[config.mk]
export PLATFORM = sky130hd
export DESIGN_NAME = channel_fifo
export DESIGN_NICKNAME = d
export VERILOG_FILES = /design/src/rtl/channel_fifo.sv
export SDC_FILE = /design/constraint.sdc
export NUM_CORES = 1
export LEC_CHECK = 0
export ABC_CLOCK_PERIOD_IN_PS = 4100
export CAP_MARGIN = 20
export CORE_MARGIN = 3
export CORE_UTILIZATION = 35
export DETAILED_ROUTE_END_ITERATION = 10
export SLEW_MARGIN = 20
export SYNTH_ARGS = -nofsm -noshare
export SYNTH_HDL_FRONTEND = slang
export SYNTH_SLANG_ARGS = --single-unit
[constraint.sdc]
create_clock -name clock -period 4.1 [get_ports clock]
set_input_delay 0.82 -clock clock [delete_from_list [all_inputs] [get_ports clock]]
set_output_delay 0.82 -clock clock [all_outputs]
set_load 0.02 [all_outputs]
[src/rtl/channel_fifo.sv]
// Purpose: small circular buffer between the output channel and the compare stage.
// Latency: a pushed word is visible at pop_data one cycle after the push edge.
// Backpressure: a push is taken when not full, or when full and popping in the same cycle.
module channel_fifo #(
   parameter int Width = 12,
   parameter int Depth = 4
) (
   input  logic                         clock,
   input  logic                         reset,
   input  logic                         push,
   input  logic [Width-1:0]             push_data,
   input  logic                         pop,
   output logic [Width-1:0]             pop_data,
   output logic                         full,
   output logic                         empty,
   output logic [$clog2(Depth+1)-1:0]   count
);

   localparam int PtrW = $clog2(Depth);
   localparam int CntW = $clog2(Depth + 1);

   logic [Width-1:0] mem [Depth];
   logic [PtrW-1:0]  wr_ptr;
   logic [PtrW-1:0]  rd_ptr;
   logic             do_push;
   logic             do_pop;

   assign full     = (count == CntW'(Depth));
   assign empty    = (count == '0);
   assign do_pop   = pop && !empty;
   assign do_push  = push && (!full || do_pop);
   assign pop_data = mem[rd_ptr];

   function automatic logic [PtrW-1:0] bump(input logic [PtrW-1:0] p);
      return (p == PtrW'(Depth - 1)) ? '0 : p + PtrW'(1);
   endfunction

   // Storage needs no reset; only pointers and count define what is valid.
   always_ff @(posedge clock) begin
      if (do_push) mem[wr_ptr] <= push_data;
   end

   // Pointer wrap at Depth and occupancy tracking.
   always_ff @(posedge clock or negedge reset) begin
      if (!reset) begin
         wr_ptr <= '0;
         rd_ptr <= '0;
         count  <= '0;
      end else begin
         if (do_push) wr_ptr <= bump(wr_ptr);
         if (do_pop)  rd_ptr <= bump(rd_ptr);
         case ({do_push, do_pop})
            2'b10:   count <= count + CntW'(1);
            2'b01:   count <= count - CntW'(1);
            default: count <= count;
         endcase
      end
   end

endmodule

# Word level (Yosys, flattened, before mapping)
# Memory sizes are Yosys's and may differ from the RTL's.
# Index checks and enable logic that the tools add are counted.
# W data, S select, Z words.
# classes
n_div,0
order_cmp,0
bitwise_logic,0
shift,0
n_eq_ne,5
n_addsub,4
mux,5
n_reduce_logical,7
mul,0
# op_table
operator,count
$eq A2 B2 Y1 const B,3
$pmux W3 S2,1
$add A2 B1 Y2 const B,2
$mux W2,2
$add A3 B1 Y3 const B,1
$eq A3 B3 Y1 const B,1
$logic_not A3 Y1,1
$sub A3 B1 Y3 const B,1
$eq A2 B1 Y1 const B,1
$logic_and A1 B1 Y1,2
$logic_not A1 Y1,2
$mux W1,2
$reduce_bool A2 Y1,1
$logic_or A1 B1 Y1,1
# totals
n_memories,1
word_cells,25
input_bits,16
latch_bits,0
out_inout_bits,17
ff_bits,7
mem_bits_rw,48
mem_bits_ro,0
# mem_list
name,words,width,rd,rd_ports_with_merged_regs,wr,line,rtl
mem,4,12,1,0,1,22,logic [Width-1:0] mem [Depth];

# Logic depth before layout (Yosys ltp)
# Gate-level depths: netlist of run 1.
# logic_depth
depth_word,7
depth_mapped,6
ltp_nobuf,6

# Worst setup path after synthesis of run 1
# No wires, ideal clock.
# synth_timing
kind,input-to-reg
from,input port pop
to,register count[2]
path_buffers,0
path_slack_ps,1894
t_arrival_ps,2126
setup_ps,80
stages,6
cell_sequence,o31a_1 -> or2b_1 -> fa_1 -> nand2b_1 -> o32ai_2 -> xor2_1
# synth_between
elab_chain_cells,5
elab_cells_between_ends,7
classes_between,eq/ne: 2; mux: 1; reduce/logical: 4
# synth_lines
element,line,rtl
from (decl),12,"input logic pop,"
$logic_and A1 B1 Y1 (*),30,assign do_pop = pop && !empty;
$logic_or A1 B1 Y1,31,assign do_push = push && (!full || do_pop);
$logic_and A1 B1 Y1,31,
$eq A2 B1 Y1 / $eq A2 B2 Y1 (equally long branches),52,"case ({do_push, do_pop})"
$pmux W3 S2 / $reduce_bool A2 Y1 (equally long branches),--,
to (signal assigned),53,2'b10: count <= count + CntW'(1);
to (signal assigned),54,2'b01: count <= count - CntW'(1);
to (signal assigned),55,default: count <= count;
to (decl),16,output logic [$clog2(Depth+1)-1:0] count
# Mark *: on every way between the ends. The rest lies on a longest branch, timed or not.
# A chain may end at the register's enable or synchronous reset.

# Worst setup path in the final report of run 1
# layout_timing
from,register rd_ptr[0]
to,output port pop_data[4]
# layout_between
elab_chain_cells,1
# layout_lines
element,line,rtl
from (decl),24,logic [PtrW-1:0] rd_ptr;
from (signal assigned),51,if (do_pop) rd_ptr <= bump(rd_ptr);
$mem_v2 Z4 W12,--,
to (decl),13,"output logic [Width-1:0] pop_data,"
# Every way passes these cells.

==> results.toml, run 1 <==
[synth]
yosysSeqAreaShare = 0.719
synth_commonest_cells = "edfxtp_1 (48), mux4_2 (12), dfrtp_1 (7), ha_1 (5), inv_1 (5)"
synth_edf_count = 48
async_flop_share = 0.127
synth-seq-cells = 55
synth_area_leader_cell = "edfxtp_1"
synth.area.top_cells = "edfxtp_1 (64%), mux4_2 (12%), dfrtp_1 (7.8%)"
synth_top_area_share = 0.641
yosysMostFrequentCell = "edfxtp_1"
yosys_warnings = 0
syn_avg_cell_area_sq_um = 20.3
syn-num-nets = 133
synth_flop_cell = "edfxtp_1"
synth_cell_types = 27
synth_area_sq_um = 2250
postSynthCellCount = 111

[cells_and_area]
syn_to_final_growth_pct = 22.8
post-route-util = 0.455
fillers = 521
finish.net_count = 169
stdcell_count = 223
layout-drive-gt1-share = 0.216
diodes = 0

[sta]
fin_crit_sh = 0.733
clock_skew_ps = 4.68
setup_tns_ps = 0
max_slew.worst_pin.slew_ps = 625
max_slew_margin = 0.584
drv_slew = 0
hold_violations = 0
finalSetupViolCount = 0
period_needed_ps = 3010
rsz0062_at_grt = "no"
max_freq_mhz = 333

[power]
total_power_mw = 1.97
p_int_mw = 1.33
share_comb_of_total_power = 0.392
swShare = 0.323
switchingPower_mw = 0.635
power.share.sequential = 0.430
clkPwrFrac = 0.177
powerDensity_nw_per_um2 = 712
power_leakage_nw = 0.939
ir_worst_vdd_mv = 0.416

[floorplan]
die_area_sq_um = 7420
initial_core_util = 0.371
die_h_um = 86.2
io-pin-count = 33
die_x_um = 86.2
core_area_sq_um = 6060
std_cell_rows = 28

[detailed_routing]
firstDrtPassIters = 5
antenna_left = 0
drt_first_iter_violations = 50
vias = 1117
drc = 0
wl_per_cell_um = 16.6
routed_wl_um = 3710
vias_per_cell = 5.01

[setup_path]
reg2reg_from = "count[0]$_DFFE_PN0P_"
cp-startpoint = "rd_ptr[0]$_DFFE_PN0N_"
rrSetupSlack_ps = 2000
cp-endpoint = "pop_data[4]"
reg2reg_depth = 6
path_depth = 3
cp_data_required_time_ps = 3280
worstPathCellList = "buf_4, mux4_2, clkdlybuf4s50_1"
critPathArrivalTime_ps = 2190
critical_path_class = "reg2out"
cp_slowest_cell = "clkdlybuf4s50_1"
timing.rr.end = "count[2]$_DFFE_PN0P_"
max_stage_delay_ps = 550
critPathBufInv = 2
cp_top_family = "buffers and inverters"
cp_max_fo = 10
critPathCaptureType = "primary output"
cp-start-kind = "register"

[cts]
cts_sinks = 55
postCtsHoldBufs = 0
insertion_delay_ps = 300
cts_resized = 0
cts_setup_buffers = 0
cts_root_buffer = "clkbuf_8"
clock_path_buffers = 2
htreeDepth = 2
cts_inserted_buffers = 5
clkTransAtPathRegs_ps = 90
cts_tree = "done"

[global_route]
grt_pass1_vias = 1185
grtUsageTotal = 0.111
grt_max_degree = 18
overflow = 0
antenna_found_initial = 0
grt_pass1_wl_um = 5970

[placement]
dp_hpwl_um = 2520
place_congestion = 0.835
port_buffers = 32
placed_cells = 215

[run]
cap_viol_max_count = 0

[min_path]
hold_class = "reg2reg"

[run_status]
status = "finished clean"
## flip-flops by register name, summed over array words and instances (netlist names)
name and flops:
count 3, wr_ptr 2, rd_ptr 2, mem 48
## cell families (layout without fill, tap and decap cells)
group	count (synthesis)	in the layout	synth area share
and+or+nand+nor	16	16	0.0495
DFF	55	55	0.719
AOI/OAI and AO/OA	6	6	0.0245
buffers and inverters	9	46	0.0184
xor gates and xnor gates	3	3	0.0117
muxes	16	16	0.140
adders and majority gates	6	6	0.0367
## worst reg2reg max path, stage by stage, from the launching register on
cell,delay (ps)
dfrtp_1,480
o31a_1,310
or2b_1,270
fa_1,400
nand2b_1,180
o32ai_2,220
xor2_1,160
## power by group through the flow
stage                     sequential, mW  clock, mW  combinational [mW]
after global routing               0.866      0.385               0.830
after detailed placement           0.863          0               0.784
after floorplan                    0.829          0               0.496
after global placement             0.852          0               0.762
final                              0.846      0.349               0.771
after CTS                          0.849      0.361               0.786
## worst min path at each step
| stage | start | to | slack [ps] | cells after the start |
|---|---|---|---|---|
| floorplan | wr_ptr[1]$_DFFE_PN0P_ | wr_ptr[1]$_DFFE_PN0P_ | 510 | 1 |
| global placement | wr_ptr[1]$_DFFE_PN0P_ | wr_ptr[1]$_DFFE_PN0P_ | 520 | 1 |
| detailed placement | wr_ptr[1]$_DFFE_PN0P_ | wr_ptr[1]$_DFFE_PN0P_ | 560 | 1 |
| CTS | wr_ptr[1]$_DFFE_PN0P_ | wr_ptr[1]$_DFFE_PN0P_ | 580 | 1 |
| global route | wr_ptr[1]$_DFFE_PN0P_ | wr_ptr[1]$_DFFE_PN0P_ | 620 | 1 |
| finish | wr_ptr[1]$_DFFE_PN0P_ | wr_ptr[1]$_DFFE_PN0P_ | 570 | 1 |
## layout make-up
type                       instances  area, sq um  area share
clock buffer                       5         68.8      0.0249
tap                               75         93.8      0.0340
multi-input combinational         47          591       0.214
sequential                        55         1620       0.586
clock inverter                     3         43.8      0.0159
timing repair buffer              33          328       0.119
inverter                           5         18.8     0.00680
## metal layers
metal / up-vias / share of wire / global-route usage
met1: 554 / 0.42 / 0.130
met2: 40 / 0.50 / 0.184
li1: 519 / - / -
met4: 0 / 0.013 / 0.0561
met5: - / 0 / 0
met3: 4 / 0.058 / 0.0336
## stage by stage
stage	hold slack (ps)	setup WS [ps]	cell area [sq um]
5_1_grt	624	965	2760
2_1_floorplan	512	1890	2250
3_3_place_gp	524	1190	2650
6_report	573	1090	2760
3_5_place_dp	560	1030	2650
4_1_cts	582	1040	2760
## cells in the final DEF (no fill, tap or decap), types with 3 or more instances in the layout
cell type,instances
xor2_1,3
ha_1,5
dfrtp_1,7
clkdlybuf4s50_1,32
mux4_2,12
and2_2,4
inv_1,5
edfxtp_1,48
clkbuf_8,5
Power figures use the tool's default switching activity.
==> run 2: changes to the inputs <==
--- a/config.mk
+++ b/config.mk
@@ -5,7 +5,7 @@
 export SDC_FILE = /design/constraint.sdc
 export NUM_CORES = 1
 export LEC_CHECK = 0
-export ABC_CLOCK_PERIOD_IN_PS = 4100
+export ABC_CLOCK_PERIOD_IN_PS = 2800
 export CAP_MARGIN = 20
 export CORE_MARGIN = 3
 export CORE_UTILIZATION = 35
==> constraint.sdc (replaced) <==
create_clock -name clock -period 2.8 [get_ports clock]
set_input_delay 0.56 -clock clock [delete_from_list [all_inputs] [get_ports clock]]
set_output_delay 0.56 -clock clock [all_outputs]
set_load 0.02 [all_outputs]
==> run 2 against run 1 <==
- critical path depth is the same
- global-route usage grew 0.17 points
- clock skew grew 4.3 ps
- combinational power grew 48%
- register-to-register slack lost 1300 ps
- non-clock buffer count grew 2
- flip-flop and latch count is the same
- via count grew 1.4%
- power grew 51%
- clock power grew 70%
- wire length grew 1.5%
- largest cell class unchanged
==> results.toml, run 2 (same netlist as run 1, synthesis figures left out) <==
[run_status]
status = "finished clean"

[cells_and_area]
largest-register = "mem"
layout-drive-gt1-share = 0.220
diodes = 0
mostFrequentLayoutCells = "edfxtp_1 (48), clkdlybuf4s50_1 (32), mux4_2 (12)"
multi_input_area_sq_um = 591
fillers = 517
syn_to_final_growth_pct = 24.3
largest_reg_flops = 48
reg.largest.list = "mem x48, count x3"
final_common_cell = "edfxtp_1"
regArea_sq_um = 1620
finish.net_count = 171

[sta]
hold_violations = 0
drv_slew = 0
max_freq_mhz = 379
rsz0062_at_grt = "no"
finalSetupViolCount = 0
max_slew_margin = 0.555
max_slew.worst_pin.slew_ps = 667
timing.final.ws_setup_ps = 164
setup_tns_ps = 0
period_needed_ps = 2640
fin_crit_sh = 0.941
clock_skew_ps = 9.01

[setup_path]
critPathArrivalTime_ps = 2080
cp_data_required_time_ps = 2240
worstPathCellList = "buf_4, mux4_2, clkdlybuf4s50_1"
cp-start-kind = "register"
cp_max_fo = 8
cp_top_family = "buffers and inverters"
cp_slowest_cell = "clkdlybuf4s50_1"
max_stage_delay_ps = 550
critPathCaptureType = "primary output"
critPathBufInv = 2
critical_path_class = "reg2out"

[cts]
cts_sinks = 55
clkTransAtPathRegs_ps = 90
cts_root_buffer = "clkbuf_8"
cts_setup_buffers = 0
postCtsHoldBufs = 0
htreeDepth = 2
cts_resized = 0
cts_tree = "done"
clock_path_buffers = 2
cts_inserted_buffers = 5
insertion_delay_ps = 300

[global_route]
grt_pass1_vias = 1254
overflow = 0
grt_max_degree = 17
grt_pass1_wl_um = 6200
antenna_found_initial = 0
grtUsageTotal = 0.113

[detailed_routing]
drc = 0
vias = 1133
wl_per_cell_um = 16.7
firstDrtPassIters = 4
vias_per_cell = 5.04
antenna_left = 0
routed_wl_um = 3760
drt_first_iter_violations = 30

[floorplan]
io-pin-count = 33
die_area_sq_um = 7420
die_x_um = 86.2
core_area_sq_um = 6060
std_cell_rows = 28
initial_core_util = 0.371
die_h_um = 86.2

[placement]
dp_hpwl_um = 2560
place_congestion = 0.754
place_ws_ps = 159
port_buffers = 32

[run]
cap_viol_max_count = 0

[power]
ir_worst_vdd_mv = 0.531
power_leakage_nw = 0.956
powerDensity_nw_per_um2 = 1060

[min_path]
hold_class = "in2async"
## run 2: cell type report
cell class                 count  area share
sequential                    55       0.578
clock inverter                 2      0.0215
clock buffer                   6      0.0260
tap                           75      0.0336
inverter                       5     0.00671
timing repair buffer          35       0.123
multi-input combinational     47       0.211
## run 2: metal layers
metal	routed length, um	up-vias	global-route usage
li1	-	512	-
met1	1540	574	0.136
met2	1950	41	0.186
met3	192	6	0.0317
met4	88	0	0.0532
met5	0	-	0
## run 2: final timing paths
check                      slack, ps  depth (start not counted)               endpoint                   from
setup reg to reg                 730                          6   count[2]$_DFFE_PN0P_   count[2]$_DFFE_PN0P_
min in group clock               560                          1  wr_ptr[1]$_DFFE_PN0P_  wr_ptr[1]$_DFFE_PN0P_
hold / removal                   520                          1   count[2]$_DFFE_PN0P_                  reset
max in group asynchronous       2030                          1  rd_ptr[0]$_DFFE_PN0N_                  reset
setup / recovery                 160                          3            pop_data[4]  rd_ptr[0]$_DFFE_PN0N_
hold reg to reg                  560                          1  wr_ptr[1]$_DFFE_PN0P_  wr_ptr[1]$_DFFE_PN0P_
## run 2: power by group
group,total [mW],leakage (nW),switching (mW),internal (mW)
Sequential,1.24,0.523,0.147,1.09
Combinational,1.14,0.367,0.539,0.597
Clock,0.593,0.0654,0.236,0.357
## run 2: per-stage QoR
stage	total power, mW	util	instances	cell area (sq um)	hold WS [ps]
floorplan	1.94	-	111	2250	264
global placement	2.38	0.439	217	2660	524
detailed placement	2.42	0.439	217	2660	546
CTS	3.01	0.461	225	2800	517
global route	3.14	0.461	225	2800	531
finish	2.97	0.461	225	2800	515
## run 2: worst register-to-register path: stages, from the launching register on
cell and delay, ps:
dfrtp_1 500, o31a_1 300, or2b_1 270, fa_1 380, nand2b_1 160, o32ai_2 240, xor2_1 160
==> run 3: changes to the inputs <==
--- a/config.mk
+++ b/config.mk
@@ -9,6 +9,7 @@
 export CAP_MARGIN = 20
 export CORE_MARGIN = 3
 export CORE_UTILIZATION = 35
+export CTS_BUF_LIST = sky130_fd_sc_hd__clkbuf_16
 export DETAILED_ROUTE_END_ITERATION = 10
 export SLEW_MARGIN = 20
 export SYNTH_ARGS = -nofsm -noshare
==> run 3 against run 2 <==
- power up 5.8%
- flip-flop and latch count unchanged
- global-route usage decreased by 0.084 points
- via count decreased by 1.5%
- highest routed layer unchanged
- final cell count stayed put
- register-to-register slack about the same
- setup slack improved by 20 ps
- combinational power hardly changed
- non-clock buffer count unchanged
- wire length down 0.82%
==> results.toml, run 3 (same netlist as run 1, synthesis figures left out) <==
[run_status]
status = "finished clean"

[cells_and_area]
fillers = 512
diodes = 0
syn_to_final_growth_pct = 26.8
layout-drive-gt1-share = 0.220
reg.largest.list = "mem x48, count x3"
largest_reg_flops = 48
stdcell_count = 225
final_common_cell = "edfxtp_1"
finish.net_count = 171
largest-register = "mem"
mostFrequentLayoutCells = "edfxtp_1 (48), clkdlybuf4s50_1 (32), mux4_2 (12)"

[sta]
period_needed_ps = 2620
max_freq_mhz = 382
drv_slew = 0
max_slew_margin = 0.571
setup_tns_ps = 0
max_slew.worst_pin.slew_ps = 643
clock_skew_ps = 6.96
hold_violations = 0
rsz0062_at_grt = "no"
hold_slack_ps = 536
finalSetupViolCount = 0
fin_crit_sh = 0.934
timing.final.ws_setup_ps = 184

[global_route]
grt_pass1_wl_um = 6210
grt_pass1_vias = 1249
grtUsageTotal = 0.112
grt_max_degree = 17
antenna_found_initial = 0
overflow = 0

[min_path]
hold_class = "in2async"

[floorplan]
initial_core_util = 0.371
die_area_sq_um = 7420
core_area_sq_um = 6060
die_x_um = 86.2
std_cell_rows = 28
die_h_um = 86.2
io-pin-count = 33

[placement]
place_ws_ps = 159
dp_hpwl_um = 2560
place_congestion = 0.754
port_buffers = 32
placed_cells = 217

[cts]
cts_root_buffer = "clkbuf_16"
postCtsHoldBufs = 0
insertion_delay_ps = 290
cts_sinks = 55
htreeDepth = 2
clock_path_buffers = 2
clkTransAtPathRegs_ps = 70
cts_setup_buffers = 0
cts_resized = 0
cts_inserted_buffers = 5
cts_tree = "done"

[power]
total_power_mw = 3.14
ir_worst_vdd_mv = 0.548
powerDensity_nw_per_um2 = 1100
power_leakage_nw = 0.986

[detailed_routing]
firstDrtPassIters = 4
vias_per_cell = 4.96
routed_wl_um = 3730
drt_first_iter_violations = 46
wl_per_cell_um = 16.6
drc = 0
vias = 1116
antenna_left = 0

[setup_path]
cp-start-kind = "register"
critPathCaptureType = "primary output"
critPathArrivalTime_ps = 2060
cp_max_fo = 8
critical_path_class = "reg2out"
cp_data_required_time_ps = 2240

[run]
cap_viol_max_count = 0
[run 3: worst paths after layout]
kind / to / cells after the start / slack [ps] / startpoint
worst max register to register: count[2]$_DFFE_PN0P_ / 6 / 740 / count[2]$_DFFE_PN0P_
worst min register to register: wr_ptr[1]$_DFFE_PN0P_ / 1 / 560 / wr_ptr[1]$_DFFE_PN0P_
min in group clock: wr_ptr[1]$_DFFE_PN0P_ / 1 / 560 / wr_ptr[1]$_DFFE_PN0P_
worst min-delay path: count[2]$_DFFE_PN0P_ / 1 / 540 / reset
worst max-delay path: pop_data[4] / 3 / 180 / rd_ptr[0]$_DFFE_PN0N_
max in group asynchronous: rd_ptr[0]$_DFFE_PN0N_ / 1 / 2010 / reset
[run 3: through the flow]
step / util / area (sq um)
finish: 0.470 / 2850
detailed placement: 0.439 / 2660
floorplan: - / 2250
CTS: 0.470 / 2850
global route: 0.470 / 2850
global placement: 0.439 / 2660
[run 3: routing by layer]
layer | part of all wire | track usage
met4 | 0.023 | 0.0489
met3 | 0.049 | 0.0288
met2 | 0.51 | 0.186
met1 | 0.42 | 0.137
met5 | 0 | 0
[run 3: critical path, cell delays in order, from the launching register on]
cell	delay, ps
dfrtp_1	440
buf_4	250
mux4_2	530
clkdlybuf4s50_1	550
[run 3: final cells by class]
class / instances / area (sq um) / share of cell area
Multi-Input combinational cell: 47 / 591 / 0.207
Tap cell: 75 / 93.8 / 0.0329
Clock buffer: 5 / 125 / 0.0439
Sequential cell: 55 / 1620 / 0.567
Clock inverter: 3 / 63.8 / 0.0224
Timing Repair Buffer: 35 / 343 / 0.120
Inverter: 5 / 18.8 / 0.00658
[run 3: power breakdown]
group / leakage, nW / switching, mW / total [mW] / internal [mW]
Combinational: 0.367 / 0.538 / 1.13 / 0.596
Sequential: 0.523 / 0.146 / 1.24 / 1.10
Clock: 0.0952 / 0.257 / 0.765 / 0.509
